**src/rtl/program_loader.sv**
```systemverilog
// rtl/program_loader.sv - Boot loader: byte stream -> instruction memory writes, then core release.
// Header is a 16-bit LE word count; payload words are 32-bit LE.
module program_loader #(
    parameter int ADDR_WIDTH = 10
) (
    input  logic                  clk,
    input  logic                  reset,
    input  logic [7:0]            rx_data,
    input  logic                  rx_valid,
    output logic                  rx_ready,
    output logic                  imem_we,
    output logic [ADDR_WIDTH-1:0] imem_addr,
    output logic [31:0]           imem_wdata,
    output logic                  cpu_reset,
    output logic                  start,
    output logic                  loading,
    output logic                  error
);

    typedef enum logic [2:0] {
        IDLE,
        HDR0,
        HDR1,
        LOAD,
        FLUSH,
        RUN,
        ERR
    } state_t;

    localparam logic [16:0] CAPACITY = 17'd1 << ADDR_WIDTH;

    state_t      state;
    state_t      next_state;
    logic [15:0] count;
    logic [1:0]  byte_idx;
    logic [16:0] word_idx;
    logic [23:0] assembly;
    logic        accept;
    logic [15:0] hdr_n;
    logic        word_last;

    assign accept    = rx_valid & rx_ready;
    assign hdr_n     = {rx_data, count[7:0]};
    assign word_last = (word_idx + 17'd1) == {1'b0, count};

    always_ff @(posedge clk or posedge reset) begin
        if (reset) begin
            state <= IDLE;
        end else begin
            state <= next_state;
        end
    end

    always_comb begin
        next_state = state;
        case (state)
            IDLE: next_state = HDR0;
            HDR0: begin
                if (accept) begin
                    next_state = HDR1;
                end
            end
            HDR1: begin
                if (accept) begin
                    if (hdr_n == 16'd0) begin
                        next_state = FLUSH;
                    end else if ({1'b0, hdr_n} > CAPACITY) begin
                        next_state = ERR;
                    end else begin
                        next_state = LOAD;
                    end
                end
            end
            LOAD: begin
                if (accept && byte_idx == 2'd3 && word_last) begin
                    next_state = FLUSH;
                end
            end
            FLUSH:   next_state = RUN;
            RUN:     next_state = RUN;
            ERR:     next_state = ERR;
            default: next_state = IDLE;
        endcase
    end

    // Status outputs are registered from next_state so they line up with the state they describe.
    always_ff @(posedge clk or posedge reset) begin
        if (reset) begin
            rx_ready   <= 1'b0;
            imem_we    <= 1'b0;
            imem_addr  <= '0;
            imem_wdata <= 32'd0;
            cpu_reset  <= 1'b1;
            start      <= 1'b0;
            loading    <= 1'b0;
            error      <= 1'b0;
            count      <= 16'd0;
            byte_idx   <= 2'd0;
            word_idx   <= 17'd0;
            assembly   <= 24'd0;
        end else begin
            rx_ready  <= (next_state == HDR0) || (next_state == HDR1) || (next_state == LOAD);
            loading   <= (next_state == HDR0) || (next_state == HDR1) ||
                         (next_state == LOAD) || (next_state == FLUSH);
            cpu_reset <= (next_state != RUN);
            start     <= (next_state == RUN);
            error     <= (next_state == ERR);
            imem_we   <= 1'b0;

            if (state == HDR0 && accept) begin
                count[7:0] <= rx_data;
            end

            if (state == HDR1 && accept) begin
                count[15:8] <= rx_data;
                byte_idx    <= 2'd0;
                word_idx    <= 17'd0;
            end

            if (state == LOAD && accept) begin
                case (byte_idx)
                    2'd0: assembly[7:0]   <= rx_data;
                    2'd1: assembly[15:8]  <= rx_data;
                    2'd2: assembly[23:16] <= rx_data;
                    default: begin
                        imem_we    <= 1'b1;
                        imem_addr  <= word_idx[ADDR_WIDTH-1:0];
                        imem_wdata <= {rx_data, assembly};
                        word_idx   <= word_idx + 17'd1;
                    end
                endcase
                byte_idx <= byte_idx + 2'd1;
            end
        end
    end

endmodule

```
**config.mk**
```make
export PLATFORM = sky130hd
export DESIGN_NAME = program_loader
export DESIGN_NICKNAME = d
export VERILOG_FILES = /design/src/rtl/program_loader.sv
export SDC_FILE = /design/constraint.sdc
export NUM_CORES = 1
export LEC_CHECK = 0
export ABC_AREA = 1
export CAP_MARGIN = 20
export CELL_PAD_IN_SITES_DETAIL_PLACEMENT = 1
export CELL_PAD_IN_SITES_GLOBAL_PLACEMENT = 1
export CORE_MARGIN = 5
export CORE_UTILIZATION = 38
export CTS_CLUSTER_SIZE = 8
export DETAILED_ROUTE_END_ITERATION = 8
export GPL_ROUTABILITY_DRIVEN = 0
export PLACE_DENSITY_LB_ADDON = 0.1
export SYNTH_ARGS = -nofsm -noshare
export SYNTH_HDL_FRONTEND = slang
export SYNTH_SLANG_ARGS = --single-unit
```
**constraint.sdc**
```tcl
create_clock -name clk -period 3.21 [get_ports clk]
set_input_delay 0.321 -clock clk [delete_from_list [all_inputs] [get_ports clk]]
set_output_delay 0.321 -clock clk [all_outputs]
set_load 0.05 [all_outputs]
```
==> results.txt <==
ANT nets after route = 0
RSZ-0062 raised after global routing = no
Initial Util = 38.95%
slowest cell on the critical path = dfrtp_1
CP Capture Type = flop
pre-CTS WS = 0.5473 ns
vias = 4229
# Post-CTS Setup Buffers = 0
Avg Inst Size Synth = 8.238 um2
Buffers on Ports = 58
mean routed wirelength per cell = 16.51 um
Worst slew margin = 65.61%
CP Cell Sequence = ha_1 > nand2_2 > nor2_4 > nand2_2 > o21ai_1 > nand2_1 > nor2_1 > nand3_1 > nor2_2 > nand2_1 > nand2_2 > nand2_1 > nand3_1 > nor2_1
final core utilization = 47.71%
DP HPWL = 10020 um
CTS Buffer Depth = 2
Cells after Synth = 599
final WL = 13840 um
sequential area share after synthesis = 55.81%
CTS tree = yes
1st-iter DRT viols = 165
Final Slew Violations = 0
Worst setup SP type = flop
die span in x = 124.0 um
Hold-fix buffers, CTS = 0
Max Clk Rate = 423.8 MHz
total power = 5.163 mW
Yosys warnings = 0
Critical Path RT = 3.45 ns
Initial DRT Pass Iterations = 4
peak supply drop = 0.0006594 V
dpl cell area = 5754 um2
clock root buffer = clkbuf_16
clock latency on the worst-skew pair = 0.36 ns
period utilization = 73.52%
Clock Sinks = 110
Area growth, synth to finish = 22.52%
Power Density = 854.0 nW/um2
core region area = 12670 um2
asr flop ratio synth = 100.0%
layout cells sized above 1 = 6.607%
Post-CTS Resized = 0
final setup violation count = 0
Worst Hold Class = in -> async
slack of the critical path = 0.8501 ns
EDFF count, synth = 0
largest net degree at the start of global routing = 48
first-pass GRT wire length = 22790 um
die height = 124.0 um
RR Startpoint = word_idx[0]
Crit Path Category = reg -> reg
die area = 15360 um2
Slew @ Worst Pin = 0.5142 ns
GR Overflow Total = 0
num ports = 59
Antenna diodes = 0
register bit total from synthesis = 110
Design Area, Final = 6046 um2
Most used DFF post-synth = dfrtp_1
Worst Skew = 0.01049 ns
status = complete, no violations
number of global-route vias before repair = 4452
drt via density = 5.047
setup TNS = 0 ns
initial antenna violation count = 0
synth unique cells = 29
GR Util All Layers = 19.25%
Synth Cell Area = 4935 um2
Hold Fails Final Rpt = 0
cts bufs inserted = 9
crit-path max cell delay = 0.44 ns
Crit Path Max Fanout = 9
num rows = 41
Crit. Startpoint = word_idx[0]
clock-pin slew on the worst setup and hold paths = 0.08 ns
H-tree levels = 3
Period minus WS final = 2.360 ns
Final #Nets = 678
Data arrival, critical path = 2.60 ns
max cap viols = 0
Syn Nets = 616
post-route DRC violation count = 0
Leakage = 2.874 nW
## power breakdown
group / internal [mW] / switching, mW / leakage [nW] / total [mW]
registers: 1.84 / 0.359 / 1.45 / 2.20
clock network: 0.568 / 0.559 / 0.145 / 1.13
logic: 0.614 / 1.22 / 1.28 / 1.84
total: 3.02 / 2.14 / 2.87 / 5.16
## state kept, by name, summed over array words and instances, names as in the netlist
signal and flops:
cpu_reset 1, loading 1, start 1, state 3, error 1, imem_we 1, byte_idx 2, count 16
imem_wdata 32, assembly 24, imem_addr 10, word_idx 17, rx_ready 1
## routing by layer
metal	global-route usage (%)	share of wire, %	vias to the layer above
li1	-	-	2052
met1	26.46	47	2099
met2	30.82	48	69
met3	3.542	3.6	9
met4	6.434	1.1	0
met5	0	0	-
## cell usage after synthesis (all sizes together), types with 3 or more instances
library cell | count | area (um2)
dfrtp | 109 | 2728
nand2 | 230 | 878.3
buf | 4 | 17.52
nand4 | 13 | 81.33
ha | 6 | 75.07
inv | 53 | 198.9
o22ai | 8 | 50.05
o21ai | 72 | 360.3
clkbuf | 12 | 45.04
nor2 | 36 | 175.2
a21oi | 3 | 15.01
nand3b | 4 | 30.03
nand3 | 39 | 195.2
## metrics by stage
stage / hold WS (ns) / std cells
global placement: 0.4506 / 822
finish: 0.2672 / 838
CTS: 0.2711 / 838
floorplan: 0.4420 / 599
global route: 0.2859 / 838
detailed placement: 0.4607 / 822
## cells by family after synthesis
group,count (synthesis),synth area share (%)
AND/OR/NAND/NOR,325,27.92
flip-flops,110,55.81
AO/OA/AOI/OAI,88,9.381
buffers and inverters,70,5.375
adder cells (fa/ha/maj),6,1.521
## final timing paths
check,depth (start not counted),slack (ns),end
max,14,0.85,error
max reg2reg,14,0.85,error
min reg2reg,2,0.48,imem_wdata[19]
min in group clk,2,0.48,imem_wdata[19]
max in group asynchronous,3,2.31,imem_wdata[7]
min,2,0.27,error
## worst max-delay path, delay by kind of cell (launching register included)
kind                     cells  cell delay [ns]
adder cells (fa/ha/maj)      1             0.24
AND/OR/NAND/NOR             12             1.41
AO/OA/AOI/OAI                1             0.14
flip-flops                   1             0.44
## area by class of cell
| cell class | count | area, um2 |
|---|---|---|
| clock buffers | 11 | 242.7 |
| clock inverters | 5 | 48.80 |
| fillers | 1549 | 6625 |
| inverters | 54 | 206.4 |
| multi-input cells | 419 | 1918 |
| flip-flops and latches | 110 | 2754 |
| well taps | 172 | 215.2 |
| repair buffers | 67 | 660.6 |
## cell usage in the layout, fill, tap and decap left out, drive strengths merged
cell type	instances
nand2	230
dfrtp	109
o21ai	72
clkdlybuf4s50	58
inv	56
nand3	39
nor2	36
nand4	13
clkbuf	11
buf	9
o22ai	8
ha	6
nand3b	4
a21oi	3
clkinv	2
o21a	1
or2	1
nor3	1
nor4	1
a31oi	1
o211ai	1
o21bai	1
clkinvlp	1
a22o	1
dfstp	1
Power figures use the tool's default switching activity.
